$ cat config.mk
export PLATFORM = sky130hd
export DESIGN_NAME = seg_scan_capture
export DESIGN_NICKNAME = d
export VERILOG_FILES = /design/src/rtl/seg_scan_capture.sv
export SDC_FILE = /design/constraint.sdc
export NUM_CORES = 1
export LEC_CHECK = 0
export CORE_UTILIZATION = 55
export CTS_CLUSTER_DIAMETER = 30
export DETAILED_ROUTE_END_ITERATION = 12
export PLACE_DENSITY = 0.82
export RECOVER_POWER = 50
export SYNTH_ARGS = -nofsm -noshare
export SYNTH_HDL_FRONTEND = slang
export SYNTH_SLANG_ARGS = --single-unit
$ cat constraint.sdc
create_clock -name sys_clk -period 7.5 [get_ports sys_clk]
set_clock_uncertainty 0.15 [all_clocks]
set_input_delay 1.5 -clock sys_clk [delete_from_list [all_inputs] [get_ports sys_clk]]
set_output_delay 1.5 -clock sys_clk [all_outputs]
set_load 0.1 [all_outputs]
$ cat src/rtl/seg_scan_capture.sv
// seg_scan_capture: reads back an 8-digit multiplexed seven-segment display and reassembles value/enable frames.
// Optional feature macro SEG_SCAN_CAPTURE_DP_EN adds decimal-point capture on cap_dp.
module seg_scan_capture #(
    parameter int SETTLE_CYCLES  = 16,
    parameter int TIMEOUT_CYCLES = 100_000
) (
    input  logic        sys_clk,
    input  logic        sys_rst,
    input  logic [7:0]  seg_val_in,
    input  logic [7:0]  seg_sel_in,
    output logic [31:0] cap_val,
    output logic [7:0]  cap_en,
`ifdef SEG_SCAN_CAPTURE_DP_EN
    output logic [7:0]  cap_dp,
`endif
    output logic        cap_valid,
    input  logic        cap_ready,
    output logic        cap_err,
    output logic        cap_ovr
);

    localparam int         TW       = $clog2(TIMEOUT_CYCLES + 1);
    localparam logic [7:0] SETTLE8  = 8'(SETTLE_CYCLES);
    localparam logic [TW-1:0] TMO_LAST = TW'(TIMEOUT_CYCLES - 1);

    typedef enum logic {IDLE, COLLECT} state_t;

    // Returns {decodable, nibble}; common-anode, active-low segments.
    function automatic logic [4:0] seg_decode(input logic [7:0] pat);
        logic [4:0] r;
        case (pat)
            8'hC0:   r = {1'b1, 4'h0};
            8'hF9:   r = {1'b1, 4'h1};
            8'hA4:   r = {1'b1, 4'h2};
            8'hB0:   r = {1'b1, 4'h3};
            8'h99:   r = {1'b1, 4'h4};
            8'h92:   r = {1'b1, 4'h5};
            8'h82:   r = {1'b1, 4'h6};
            8'hF8:   r = {1'b1, 4'h7};
            8'h80:   r = {1'b1, 4'h8};
            8'h90:   r = {1'b1, 4'h9};
            8'h88:   r = {1'b1, 4'hA};
            8'h83:   r = {1'b1, 4'hB};
            8'hA7:   r = {1'b1, 4'hC};
            8'hA1:   r = {1'b1, 4'hD};
            8'h84:   r = {1'b1, 4'hE};
            8'h8E:   r = {1'b1, 4'hF};
            default: r = 5'b0_0000;
        endcase
        return r;
    endfunction

    logic [7:0] seg_s1_q, seg_s2_q, seg_s3_q;
    logic [7:0] sel_s1_q, sel_s2_q, sel_s3_q;
    logic [7:0] stab_q, stab_d;
    logic       evt_q, evt_d;
    logic [7:0] evt_seg_q, evt_sel_q;
    logic       same;

    // Synchronizer, one extra delay stage for change detection, and the settle counter.
    always_ff @(posedge sys_clk or posedge sys_rst) begin
        if (sys_rst) begin
            seg_s1_q  <= 8'hFF;
            seg_s2_q  <= 8'hFF;
            seg_s3_q  <= 8'hFF;
            sel_s1_q  <= 8'hFF;
            sel_s2_q  <= 8'hFF;
            sel_s3_q  <= 8'hFF;
            stab_q    <= 8'd0;
            evt_q     <= 1'b0;
            evt_seg_q <= 8'hFF;
            evt_sel_q <= 8'hFF;
        end else begin
            seg_s1_q <= seg_val_in;
            seg_s2_q <= seg_s1_q;
            seg_s3_q <= seg_s2_q;
            sel_s1_q <= seg_sel_in;
            sel_s2_q <= sel_s1_q;
            sel_s3_q <= sel_s2_q;
            stab_q   <= stab_d;
            evt_q    <= evt_d;
            if (evt_d) begin
                evt_seg_q <= seg_s2_q;
                evt_sel_q <= sel_s2_q;
            end
        end
    end

    always_comb begin
        same   = (seg_s2_q == seg_s3_q) && (sel_s2_q == sel_s3_q);
        stab_d = 8'd0;
        evt_d  = 1'b0;
        if (same) begin
            stab_d = (stab_q == SETTLE8) ? SETTLE8 : stab_q + 8'd1;
            // Only the transition into saturation fires, so one event per stable episode.
            evt_d  = (stab_q == SETTLE8 - 8'd1);
        end
    end

    logic [7:0] zeros;
    logic       multi, single;
    logic [2:0] pos;
    logic [4:0] dec;
    logic       slot_ok;
    logic [3:0] slot_nib;
    logic [4:0] nib_lo;
    logic [2:0] en_idx;

    always_comb begin
        zeros  = ~evt_sel_q;
        multi  = (zeros & (zeros - 8'd1)) != 8'd0;
        single = (zeros != 8'd0) && !multi;
        pos    = 3'd0;
        for (int i = 0; i < 8; i++) begin
            if (zeros[i]) pos = 3'(i);
        end
`ifdef SEG_SCAN_CAPTURE_DP_EN
        dec = seg_decode(evt_seg_q | 8'h80);
`else
        dec = seg_decode(evt_seg_q);
`endif
        slot_ok  = dec[4];
        slot_nib = dec[3:0];
        en_idx   = 3'd7 - pos;
        nib_lo   = {en_idx, 2'b00};
    end

    state_t        state_q, state_d;
    logic [31:0]   wval_q, wval_d;
    logic [7:0]    wen_q, wen_d;
    logic          werr_q, werr_d;
    logic [2:0]    last_q, last_d;
    logic [TW-1:0] timer_q, timer_d;
    logic          publish, start_new, store;
`ifdef SEG_SCAN_CAPTURE_DP_EN
    logic [7:0]    wdp_q, wdp_d;
`endif

    always_ff @(posedge sys_clk or posedge sys_rst) begin
        if (sys_rst) begin
            state_q <= IDLE;
            wval_q  <= 32'd0;
            wen_q   <= 8'd0;
            werr_q  <= 1'b0;
            last_q  <= 3'd0;
            timer_q <= '0;
`ifdef SEG_SCAN_CAPTURE_DP_EN
            wdp_q   <= 8'd0;
`endif
        end else begin
            state_q <= state_d;
            wval_q  <= wval_d;
            wen_q   <= wen_d;
            werr_q  <= werr_d;
            last_q  <= last_d;
            timer_q <= timer_d;
`ifdef SEG_SCAN_CAPTURE_DP_EN
            wdp_q   <= wdp_d;
`endif
        end
    end

    always_comb begin
        state_d   = state_q;
        wval_d    = wval_q;
        wen_d     = wen_q;
        werr_d    = werr_q;
        last_d    = last_q;
        timer_d   = timer_q;
        publish   = 1'b0;
        start_new = 1'b0;
        store     = 1'b0;
`ifdef SEG_SCAN_CAPTURE_DP_EN
        wdp_d     = wdp_q;
`endif
        case (state_q)
            IDLE: begin
                timer_d = '0;
                if (evt_q && single) begin
                    start_new = 1'b1;
                    store     = 1'b1;
                    state_d   = COLLECT;
                end
            end
            COLLECT: begin
                if (evt_q) begin
                    timer_d = '0;
                    if (single) begin
                        store = 1'b1;
                        // A position at or below the last one means the scan wrapped.
                        if (pos <= last_q) begin
                            publish   = 1'b1;
                            start_new = 1'b1;
                        end
                    end else if (multi) begin
                        werr_d = 1'b1;
                    end
                end else if (timer_q == TMO_LAST) begin
                    publish = 1'b1;
                    timer_d = '0;
                    state_d = IDLE;
                end else begin
                    timer_d = timer_q + 1'b1;
                end
            end
            default: state_d = IDLE;
        endcase

        if (start_new) begin
            wval_d = 32'd0;
            wen_d  = 8'd0;
            werr_d = 1'b0;
`ifdef SEG_SCAN_CAPTURE_DP_EN
            wdp_d  = 8'd0;
`endif
        end
        if (store) begin
            wval_d[nib_lo +: 4] = slot_nib;
            wen_d[en_idx]       = 1'b1;
            last_d              = pos;
            if (!slot_ok) werr_d = 1'b1;
`ifdef SEG_SCAN_CAPTURE_DP_EN
            wdp_d[en_idx] = ~evt_seg_q[7];
`endif
        end
    end

    logic [31:0] cap_val_q;
    logic [7:0]  cap_en_q;
    logic        cap_valid_q, cap_err_q, cap_ovr_q;
`ifdef SEG_SCAN_CAPTURE_DP_EN
    logic [7:0]  cap_dp_q;
`endif

    // Publish wins over the handshake so a fresh frame is never dropped.
    always_ff @(posedge sys_clk or posedge sys_rst) begin
        if (sys_rst) begin
            cap_val_q   <= 32'd0;
            cap_en_q    <= 8'd0;
            cap_valid_q <= 1'b0;
            cap_err_q   <= 1'b0;
            cap_ovr_q   <= 1'b0;
`ifdef SEG_SCAN_CAPTURE_DP_EN
            cap_dp_q    <= 8'd0;
`endif
        end else if (publish) begin
            cap_val_q   <= wval_q;
            cap_en_q    <= wen_q;
            cap_err_q   <= werr_q;
            cap_valid_q <= 1'b1;
            if (cap_valid_q && !cap_ready) cap_ovr_q <= 1'b1;
`ifdef SEG_SCAN_CAPTURE_DP_EN
            cap_dp_q    <= wdp_q;
`endif
        end else if (cap_valid_q && cap_ready) begin
            cap_valid_q <= 1'b0;
        end
    end

    assign cap_val   = cap_val_q;
    assign cap_en    = cap_en_q;
    assign cap_valid = cap_valid_q;
    assign cap_err   = cap_err_q;
    assign cap_ovr   = cap_ovr_q;
`ifdef SEG_SCAN_CAPTURE_DP_EN
    assign cap_dp    = cap_dp_q;
`endif

endmodule

-- After elaboration in Yosys (flattened, before gate mapping)
Index checks and enable logic that the tools add are counted.
- register bits after elaboration: 178
- bits of input ports: 19
- output and inout port bits: 43
- logic and storage cells: 112
- add/sub/neg operators: 5
- order comparisons: 3
- equality and inequality tests: 21
- shift-type cells: 2
- multiplexer cells: 44
- bitwise logic cells: 4
- reductions and logical operators: 12
- operators by type and width (operator ; count):
    $eq 8x8->1 const B ; 16
    $pmux 5 s16 ; 1
    $mux 32 ; 2
    $mux 17 ; 2
    $pmux 17 s2 ; 1
    $bwmux 32 ; 1
    $mux 8 ; 4
    $shift 4x7->32 const A ; 1
    $shiftx 4x7->32 ; 1
    $mux 1 ; 23
    $mux 3 ; 6
    $add 17x1->17 const B ; 1
    $eq 17x17->1 const B ; 1
    $eq 8x8->1 ; 2
    $reduce_bool 8->1 ; 2
    $add 8x1->8 const B ; 1
    $and 8x8->8 ; 1
    $eq 8x4->1 const B ; 1
    $eq 8x5->1 const B ; 1
    $not 8->8 ; 1
    $or 8x8->8 ; 1
    $sub 8x1->8 const B ; 1
    $neg 5->7 ; 1
    $logic_and 1x1->1 ; 6
    other kinds (10) ; 13

-- Depth between registers and ports, before layout
Gate-level depths: netlist of the first run.
- word-level depth: 16
- gate-level depth with buffers: 12

-- Least setup slack after synthesis of the first run
No wires, ideal clock.
- path kind: register to register
- start point: reg evt_sel_q[7]
- end point: reg cap_en_q[7] (netlist: cap_en[7])
- arrival time: 2.904 ns
- required time: 7.225 ns
- slack: 4.321 ns
- stages on the path, launching flop included: 13
- path buffers: 2
- clock period less this slack: 3.179 ns
- path through: dfstp_2 -> buf_2 -> nand2_1 -> nor3_1 -> a21oi_1 -> inv_1 -> ha_1 -> nand3_1 -> o21ai_0 -> o21a_1 -> a31oi_4 -> buf_6 -> mux2_4
- elaborated cells on any way between the ends: 13
- RTL lines (what ; line ; text):
    from (decl) ; 57 ; logic [7:0] evt_seg_q, evt_sel_q;
    from (signal assigned) ; 84 ; evt_sel_q <= sel_s2_q;
    $not 8->8 ; 110 ; zeros = ~evt_sel_q;
    $mux 3 ; 115 ; if (zeros[i]) pos = 3'(i);
    net pos[0] ; 102 ; logic [2:0] pos;
    $le 3x3->1 ; 191 ; if (pos <= last_q) begin
    $mux 1 ; 191 ;
    $mux 1 ; 188 ; if (single) begin
    $mux 1 ; 186 ; if (evt_q) begin
    $mux 1 ; 176 ; case (state_q)
    to (signal assigned) ; 248 ; cap_en_q <= wen_q;
    to (decl) ; 229 ; logic [7:0] cap_en_q;
The timed path passes the listed nets, and every way through them passes these cells.
A chain may end at the register's enable or synchronous reset.

-- Worst setup path in the final report of the first run
- start point: reg evt_sel_q[7]
- end point: reg cap_val_q[31] (netlist: cap_val[31])
- elaborated cells on any way between the ends: 13
- RTL lines (what ; line ; text):
    $not 8->8 ; 110 ;
    $mux 3 ; 115 ;
    net pos[0] ; 102 ;
    $le 3x3->1 ; 191 ;
    $mux 1 ; 191 ;
    $mux 1 ; 188 ;
    $mux 1 ; 186 ;
    $mux 1 ; 176 ;
    to (signal assigned) ; 247 ; cap_val_q <= wval_q;
    to (decl) ; 228 ; logic [31:0] cap_val_q;
The timed path passes the listed nets, and every way through them passes these cells.

==> flow_summary.json, run 1 <==
{
  "outcome": "completed",
  "gr-total-overflow": 0,
  "postSynthCellCount": 582,
  "async_reset_ff_share_pct": 100,
  "synth-simple-area-share_pct": 12.3,
  "synth_top_family_by_area": "simple AND/OR/NAND/NOR gates",
  "period_needed_ns": 4.28,
  "gp_congestion": 0.913,
  "pwr-share-seq_pct": 51.9,
  "crit_slowest_cell": "dfstp_1",
  "cp.required_ns": 7.68,
  "pre_cts_slack_ns": 3.45,
  "synth_compound_area_share_pct": 9.19,
  "dp_hpwl_mm": 10.2,
  "floorplan.initialDensity_pct": 56.9,
  "cpLargestDelayFamily": "flip-flops",
  "cap_violations": 0,
  "netlist_area_um2": 7630,
  "first_iter_violations": 369,
  "startpoint": "evt_sel_q[7]",
  "grt_pass1_vias": 4930,
  "start_kind": "flip-flop",
  "r2r_start": "evt_sel_q[7]",
  "drc": 0,
  "cts_resized": 0,
  "max_stage_delay_ns": 0.85,
  "root_buffer": "clkbuf_16",
  "hp-start": "sel_s1_q[7]",
  "path_clk_slew_ns": 0.07,
  "critical_path_arrival_ns": 4.46,
  "htree_levels": 4,
  "setup_viol": 0,
  "slew_headroom_pct": 22.4,
  "p_int_mw": 1.47,
  "cts_buffer_depth": 2,
  "hold_path.class": "reg2reg",
  "antenna_found_initial": 0,
  "diodes": 0,
  "post_cts_buffers": 0,
  "ir_worst_vdd_mv": 0.203,
  "critPathBufInv": 2,
  "worst_slack_ns": 3.22,
  "ant_nets": 0,
  "p_leak_nw": 3.82,
  "crit_type": "reg2reg",
  "grtUsageTotal_pct": 22.7,
  "fmax_mhz": 234,
  "core_um2": 13400,
  "cts_buffers": 17,
  "p_sw_share_pct": 23.0,
  "synth_cell_type_count": 65,
  "powerDensity_nw_per_um2": 214,
  "wirelength_mm": 14.9,
  "muxShareOfSynthArea_pct": 10.3,
  "cts-hold-fix-buffers": 0,
  "final-hold-violation-count": 0,
  "synth_fp_nets": 613,
  "yosysWarnings": 0,
  "die_w_um": 120,
  "fin_crit_sh_pct": 57.1,
  "port-buffer-count": 61,
  "final_layout_size_suffix_gt1_share_pct": 22.6,
  "cts_tree": "built",
  "clock-sinks": 178,
  "worst_pin_slew_ns": 1.16,
  "synth_top_flop_cell": "dfrtp_1",
  "p_switching_uw": 439,
  "grt_max_degree": 121,
  "clock_latency_ns": 0.44,
  "fp-row-count": 42,
  "via_per_inst": 5.79,
  "rsz0062_at_grt": "no",
  "synth_edf_count": 0,
  "synth_xor_area_share_pct": 4.25,
  "synthToLayoutAreaGrowth_pct": 17.2,
  "drtPass1Iterations": 5,
  "avgSynthCellArea_um2": 13.1,
  "maxSlewViolCount": 0,
  "timing.setup.tns_ns": 0,
  "ys_seq_area_share_pct": 59.5,
  "fin_nets": 676,
  "crit_path_max_fanout": 43,
  "cp_cell_sequence": "nand2_1 -> nor3_1 -> a21oi_1 -> inv_1 -> ha_1 -> nand3_1 -> o21ai_0 -> o21a_1 -> a31oi_4 -> buf_4 -> mux2_2",
  "endpoint_kind": "flip-flop",
  "top_level_ports": 62,
  "grt_pass1_wl_mm": 25.0,
  "ys_seq_elements": 178,
  "clock_power_share_pct": 46.3,
  "die_h_um": 120,
  "p_comb_share_pct": 1.9,
  "dieArea_um2": 14300,
  "yosys.area_share.adder_pct": 2.10,
  "wl_per_cell_um": 17.8,
  "vias": 4832
}
[worst paths after layout]
check | endpoint | slack (ns) | depth (start not counted)
setup / recovery | cap_val[31] | 3.22 | 11
hold / removal | sel_s2_q[7] | 0.21 | 0
setup reg to reg | cap_val[31] | 3.22 | 11
hold reg to reg | sel_s2_q[7] | 0.21 | 0
max in group asynchronous | cap_ovr | 4.30 | 3
min in group asynchronous | stab_q[6] | 1.63 | 2
[area by class of cell]
| class | count | area, um^2 |
|---|---|---|
| clock buffer | 17 | 425 |
| clock inverter | 15 | 163 |
| fill | 971 | 4460 |
| inverter | 18 | 72.6 |
| multi-input combinational | 367 | 2900 |
| sequential | 178 | 4530 |
| tap | 176 | 220 |
| timing repair buffer | 63 | 626 |
[worst register-to-register path, stage by stage (launching register included)]
cell	delay [ns]
dfstp_1	0.85
nand2_1	0.17
nor3_1	0.59
a21oi_1	0.27
inv_1	0.22
ha_1	0.26
nand3_1	0.07
o21ai_0	0.15
o21a_1	0.24
a31oi_4	0.17
buf_4	0.61
mux2_2	0.42
[cell usage in the layout, fill, tap and decap left out, drive strengths merged, types with 7 or more instances in the layout]
cell | netlist | routed
o2bb2ai | 25 | 25
clkbuf | 6 | 17
clkdlybuf4s50 | 0 | 44
dlygate4sd3 | 0 | 17
a21oi | 10 | 10
xor2 | 14 | 14
o22ai | 7 | 7
dfstp | 64 | 64
inv | 18 | 30
a32o | 7 | 7
dfrtp | 114 | 114
mux2 | 57 | 57
o21ai | 10 | 10
xnor2 | 23 | 23
ha | 12 | 12
nor3 | 12 | 12
nor2 | 37 | 37
and2 | 8 | 8
nand4 | 17 | 17
nand2 | 28 | 28
nand3 | 22 | 22
[logic make-up (layout without fill, tap and decap cells)]
| kind of cell | count (synthesis) | count (layout) |
|---|---|---|
| buffers and inverters | 37 | 113 |
| muxes | 57 | 57 |
| DFF | 178 | 178 |
| xor gates and xnor gates | 37 | 37 |
| adders and majority gates | 13 | 13 |
| AOI/OAI and AO/OA | 90 | 90 |
| and+or+nand+nor | 170 | 170 |
[cells in the mapped netlist, types with 6 or more instances]
cell	n	area share [%]
dfrtp_1	114	37
dfstp_2	64	22
mux2_4	38	7.5
nor2_1	36	1.8
nand2_1	28	1.4
o2bb2ai_1	25	2.9
xnor2_1	23	2.6
nand3_1	21	1.4
mux2_2	19	2.8
inv_1	18	0.89
nand4_1	16	1.3
xor2_1	14	1.6
ha_1	12	2.0
nor3_1	12	0.79
a21oi_1	10	0.66
o21ai_0	10	0.66
buf_2	8	0.53
a32o_1	7	0.92
and2_1	7	0.57
o22ai_1	7	0.57
a211oi_1	6	0.59
and3_1	6	0.49
[through the flow]
step                      cell area, um^2  hold slack (ns)  std cells  util (%)  total power [mW]
after floorplan                      7630            0.195        582         -              1.03
final                                8940            0.212        834      66.7              1.91
after CTS                            8950            0.207        834      66.8              1.93
after detailed placement             8360            0.197        802      62.4              1.05
after global routing                 8940            0.212        834      66.7              1.97
after global placement               8360            0.195        802      62.4              1.05
[registers in the layout (all words and copies together), names as in the netlist, 3 cells and up]
signal / count
last_q: 3
cap_val: 32
seg_s1_q: 8
timer_q: 17
evt_sel_q: 8
stab_q: 8
sel_s1_q: 8
cap_en: 8
sel_s2_q: 8
sel_s3_q: 8
wen_q: 8
wval_q: 32
evt_seg_q: 8
seg_s2_q: 8
seg_s3_q: 8
[power groups by stage]
stage / Clock, mW / Combinational [mW] / Sequential (mW)
after floorplan: 0 / 0.0218 / 1.01
final: 0.882 / 0.0356 / 0.990
after detailed placement: 0 / 0.0391 / 1.01
after global routing: 0.935 / 0.0408 / 0.991
after global placement: 0 / 0.0376 / 1.01
after CTS: 0.899 / 0.0394 / 0.992
[routing by layer]
metal,global-route usage (%),share of wire (%),wire length (um),vias to the layer above
met4,10.0,2.3,342,0
met2,35.9,49,7330,148
met5,0,0,0,-
met3,5.51,4.0,600,25
met1,29.9,44,6610,2412
li1,-,-,-,2247
(Power assumes the default switching activity.)
==> inputs of run 2 (changes only) <==
--- a/config.mk
+++ b/config.mk
@@ -5,10 +5,10 @@
 export SDC_FILE = /design/constraint.sdc
 export NUM_CORES = 1
 export LEC_CHECK = 0
-export CORE_UTILIZATION = 55
+export CORE_UTILIZATION = 52
 export CTS_CLUSTER_DIAMETER = 30
 export DETAILED_ROUTE_END_ITERATION = 12
-export PLACE_DENSITY = 0.82
+export PLACE_DENSITY = 0.81
 export RECOVER_POWER = 50
 export SYNTH_ARGS = -nofsm -noshare
 export SYNTH_HDL_FRONTEND = slang
==> constraint.sdc (replaced) <==
create_clock -name sys_clk -period 3.9 [get_ports sys_clk]
set_clock_uncertainty 0.15 [all_clocks]
set_input_delay 0.78 -clock sys_clk [delete_from_list [all_inputs] [get_ports sys_clk]]
set_output_delay 0.78 -clock sys_clk [all_outputs]
set_load 0.1 [all_outputs]
==> run 2 against run 1 <==
Compared with the run above:
- the flow now finishes with violations (capacitance limit, slew limit)
- die area increased by 5.7%
- sequential power increased by 92%
- largest cell class unchanged
- clock power increased by 90%
- highest routed layer unchanged
- final cell count increased by 1.1%
- power increased by 91%
==> flow_summary.json, run 2 (same netlist as run 1, synthesis figures left out) <==
{
  "final_common_cell": "dfrtp_1",
  "port-buffer-count": 61,
  "diodes": 0,
  "finalPower_mw": 3.65,
  "post_cts_buffers": 0,
  "grtUsageTotal_pct": 20.9,
  "wirelength_mm": 14.5,
  "pre_cts_slack_ns": 0.458,
  "cts-hold-fix-buffers": 0,
  "cap_violations": 2,
  "gp_congestion": 0.878,
  "hold_slack_ns": 0.209,
  "multi_input_area_um2": 2910,
  "dp_hpwl_mm": 10.2,
  "dpl.cell_count": 811,
  "outcome": "complete, but fails checks",
  "start_kind": "flip-flop",
  "grt_pass1_wl_mm": 24.1,
  "dieArea_um2": 15200,
  "cp.required_ns": 4.06,
  "critical_path_arrival_ns": 3.64,
  "r2r_start": "evt_sel_q[2]",
  "vias": 4760,
  "synthToLayoutAreaGrowth_pct": 17.9,
  "final_layout_size_suffix_gt1_share_pct": 23.7,
  "seq_area_um2": 4530,
  "rr_endpoint": "cap_val[31]",
  "wl_per_cell_um": 17.2,
  "rsz0062_at_grt": "no",
  "crit_path_max_fanout": 43,
  "ir_worst_vdd_mv": 0.423,
  "maxSlewViolCount": 127,
  "final_cell_mix": "dfrtp_1, dfstp_2, clkdlybuf4s50_1",
  "clock-sinks": 178,
  "clock_latency_ns": 0.43,
  "fill_cells": 1039,
  "worst_pin_slew_ns": 2.32,
  "gr-total-overflow": 0,
  "cts_buffer_depth": 2,
  "root_buffer": "clkbuf_16",
  "fin_nets": 681,
  "path_clk_slew_ns": 0.07,
  "floorplan.initialDensity_pct": 54.1,
  "failed_checks": "capacitance limit, slew limit",
  "core_um2": 14100,
  "crit_end": "cap_val[31]",
  "cts_buffers": 17,
  "powerDensity_nw_per_um2": 406,
  "fp-row-count": 43,
  "endpoint_kind": "flip-flop",
  "drc": 0,
  "die_w_um": 123,
  "htree_levels": 4,
  "crit_type": "reg2reg",
  "grt_pass1_vias": 4731,
  "drtPass1Iterations": 5,
  "first_iter_violations": 287,
  "setup_viol": 0,
  "startpoint": "evt_sel_q[2]",
  "via_per_inst": 5.65,
  "p_leak_nw": 3.84,
  "postLayoutCellArea_um2": 8990,
  "worst_slack_ns": 0.420,
  "cts_resized": 0,
  "crit_slowest_cell": "dfstp_2",
  "placed_cell_area_um2": 8430,
  "fin_crit_sh_pct": 89.2,
  "cp_cell_sequence": "and3b_1 -> nor3_1 -> a21oi_1 -> inv_1 -> ha_1 -> nand3_1 -> o21ai_0 -> o21a_1 -> a31oi_4 -> buf_12 -> mux2_2",
  "final-hold-violation-count": 0,
  "reg2reg_depth": 11,
  "hold_path.class": "reg2reg",
  "grt_max_degree": 76,
  "ant_nets": 0,
  "top_level_ports": 62,
  "fin_util_pct": 63.8,
  "max_stage_delay_ns": 0.61,
  "timing.setup.tns_ns": 0,
  "period_needed_ns": 3.48,
  "cts_tree": "built",
  "die_h_um": 123,
  "antenna_found_initial": 0,
  "layout.cells.non_filler": 843,
  "r2r_setup_slack_ns": 0.42,
  "fmax_mhz": 287,
  "slew_headroom_pct": -54.4
}
## run 2: cell types whose count changed in the layout (fill, tap and decap cells not counted), sizes merged
cell,previous run,this run
clkinvlp,0,2
inv,30,27
clkinv,2,3
buf,2,4
clkbuf,17,20
## run 2: worst min-delay path by stage
stage                            from          end  cells past startpoint
after global routing      sel_s1_q[5]  sel_s2_q[5]                      0
after CTS                 sel_s1_q[5]  sel_s2_q[5]                      0
after detailed placement  sel_s1_q[5]  sel_s2_q[5]                      0
after floorplan           seg_s1_q[0]  seg_s2_q[0]                      0
final                     sel_s1_q[5]  sel_s2_q[5]                      0
after global placement    seg_s1_q[7]  seg_s2_q[7]                      0
## run 2: final cells by class
cell class	count	share of cell area, %
sequential	178	50.4
clock inverter	15	1.81
timing repair buffer	68	7.42
multi-input combinational	367	32.3
clock buffer	17	4.73
tap	180	2.51
inverter	18	0.765
## run 2: report_power, final
part           internal (mW)  switching (mW)
combinational         0.0247          0.0427
sequential              1.89          0.0150
clock                  0.912           0.770
## run 2: layer usage
metal	wire [um]	track usage, %	vias to the layer above
li1	-	-	2253
met1	6620	28.1	2375
met2	7060	33.3	113
met3	566	4.84	19
met4	215	7.30	0
met5	0	0	-
## run 2: critical path, delay by kind of cell (launching register included)
family | cells | cell delay, ns
adders and majority gates | 1 | 0.32
AOI/OAI and AO/OA | 4 | 1.04
muxes | 1 | 0.37
DFF | 1 | 0.61
buffers and inverters | 2 | 0.52
and+or+nand+nor | 3 | 0.33
==> inputs of run 3 (changes only) <==
--- a/config.mk
+++ b/config.mk
@@ -5,10 +5,12 @@
 export SDC_FILE = /design/constraint.sdc
 export NUM_CORES = 1
 export LEC_CHECK = 0
-export CORE_UTILIZATION = 52
+export CELL_PAD_IN_SITES_DETAIL_PLACEMENT = 2
+export CELL_PAD_IN_SITES_GLOBAL_PLACEMENT = 2
+export CORE_UTILIZATION = 37
 export CTS_CLUSTER_DIAMETER = 30
 export DETAILED_ROUTE_END_ITERATION = 12
-export PLACE_DENSITY = 0.81
+export PLACE_DENSITY = 0.82
 export RECOVER_POWER = 50
 export SYNTH_ARGS = -nofsm -noshare
 export SYNTH_HDL_FRONTEND = slang
==> run 3 against run 2 <==
Compared with the run above:
- the run ends with capacitance limit left
- first-iteration DRC count down 51%
- worst setup slack worse by 0.14 ns
- global-route usage shrank 1.4 points
- largest cell class unchanged
- largest power group unchanged
- highest routed layer unchanged
==> flow_summary.json, run 3 (same netlist as run 1, synthesis figures left out) <==
{
  "die_h_um": 146,
  "core_um2": 20200,
  "grt_max_degree": 88,
  "gp_congestion": 0.819,
  "path_clk_slew_ns": 0.07,
  "via_per_inst": 5.36,
  "cts_resized": 0,
  "htree_levels": 4,
  "hp-start": "seg_s1_q[0]",
  "r2r_start": "evt_sel_q[4]",
  "max_stage_delay_ns": 0.61,
  "crit_path_max_fanout": 9,
  "endpoint_kind": "flip-flop",
  "drc": 0,
  "hold_path.class": "reg2reg",
  "dp_hpwl_mm": 13.3,
  "grt_pass1_wl_mm": 31.8,
  "wl_per_cell_um": 20.8,
  "dieArea_um2": 21200,
  "top_level_ports": 62,
  "cp_cell_sequence": "nor2b_1 -> nor3_2 -> a21oi_1 -> inv_1 -> ha_1 -> nand3_1 -> o21ai_0 -> or3b_2 -> nand3_1 -> a32o_1",
  "top_layer": "met4",
  "clock_latency_ns": 0.44,
  "maxSlewViolCount": 0,
  "first_iter_violations": 142,
  "critPathBufInv": 1,
  "diodes": 0,
  "r2r_setup_slack_ns": 0.28,
  "ant_nets": 0,
  "crit_type": "reg2reg",
  "final-hold-violation-count": 0,
  "gr-total-overflow": 0,
  "fin_nets": 681,
  "port-buffer-count": 61,
  "wl_met2_mm": 10.5,
  "min_to": "seg_s2_q[0]",
  "routedLengthMet1_mm": 7.91,
  "start_kind": "flip-flop",
  "slew_headroom_pct": 1.58,
  "final_layout_size_suffix_gt1_share_pct": 23.5,
  "fmax_mhz": 276,
  "cp.required_ns": 4.11,
  "rsz0062_at_grt": "no",
  "synthToLayoutAreaGrowth_pct": 19.7,
  "vias": 5001,
  "worstHoldPathCells": 0,
  "cts_tree": "built",
  "rr_endpoint": "wen_q[2]",
  "powerDensity_nw_per_um2": 407,
  "failed_checks": "capacitance limit",
  "setup_viol": 0,
  "grtUsageTotal_pct": 19.5,
  "final_cell_mix": "dfrtp_1, dfstp_2, clkdlybuf4s50_1",
  "cap_violations": 1,
  "wirelength_mm": 19.4,
  "critical_path_arrival_ns": 3.83,
  "wl_met3_um": 578,
  "period_needed_ns": 3.62,
  "crit_slowest_cell": "dfstp_2",
  "cts-hold-fix-buffers": 0,
  "antenna_found_initial": 0,
  "reg2reg_depth": 10,
  "p_leak_nw": 3.85,
  "grt_pass1_vias": 5760,
  "hold_slack_ns": 0.212,
  "fin_crit_sh_pct": 92.7,
  "timing.setup.tns_ns": 0,
  "floorplan.initialDensity_pct": 37.7,
  "clock-sinks": 178,
  "startpoint": "evt_sel_q[4]",
  "crit_top_cell": "nand3_1",
  "root_buffer": "clkbuf_16",
  "worst_pin_slew_ns": 1.46,
  "die_w_um": 146,
  "outcome": "complete, but fails checks",
  "cts_buffers": 17,
  "drtPass1Iterations": 4,
  "ir_worst_vdd_mv": 0.301,
  "fp-row-count": 52,
  "cts_buffer_depth": 2,
  "final_common_cell": "dfrtp_1",
  "cpLargestDelayFamily": "simple AND/OR/NAND/NOR gates",
  "post_cts_buffers": 0
}
==> run 3: routing by layer <==
metal	vias to the layer above	global-route usage [%]
li1	2238	-
met1	2617	22.2
met2	113	35.6
met3	33	4.04
met4	0	7.42
met5	-	0
==> run 3: metrics by stage <==
| stage | total power, mW | worst slack (ns) | utilization [%] | cell area, um^2 | instances |
|---|---|---|---|---|---|
| 3_5_place_dp | 2.02 | 0.297 | 42.3 | 8550 | 901 |
| 3_3_place_gp | 2.02 | 0.404 | 42.3 | 8550 | 901 |
| 5_1_grt | 3.83 | 0.0154 | 45.1 | 9130 | 933 |
| 4_1_cts | 3.77 | 0.131 | 45.3 | 9160 | 933 |
| 6_report | 3.71 | 0.283 | 45.1 | 9130 | 933 |
| 2_1_floorplan | 1.98 | 0.721 | - | 7630 | 582 |
==> run 3: worst register-to-register path, stage by stage (launching register included) <==
cell and delay, ns:
dfstp_2 0.61, nor2b_1 0.27, nor3_2 0.14, a21oi_1 0.43, inv_1 0.20, ha_1 0.33
nand3_1 0.08, o21ai_0 0.16, or3b_2 0.55, nand3_1 0.40, a32o_1 0.24
==> run 3: how the worst max path moves through the flow <==
stage	endpoint	slack, ns	depth (start not counted)
2_1_floorplan	cap_en[7]	0.72	12
3_3_place_gp	wval_q[0]	0.40	10
3_5_place_dp	cap_en[5]	0.30	11
4_1_cts	wen_q[2]	0.13	10
5_1_grt	cap_en[4]	0.02	11
6_report	wen_q[2]	0.28	10
==> run 3: area by class of cell <==
type                            count  area (um^2)
Sequential cell                   178         4530
Multi-Input combinational cell    367         2910
Fill cell                        1941        11100
Timing Repair Buffer               68          673
Clock buffer                       19          454
Tap cell                          270          338
Inverter                           18         68.8
Clock inverter                     13          155
==> run 3: report_power, final <==
group          total, mW  internal, mW  switching [mW]
registers           1.91          1.89          0.0184
logic             0.0704        0.0248          0.0456
clock network       1.74         0.903           0.834
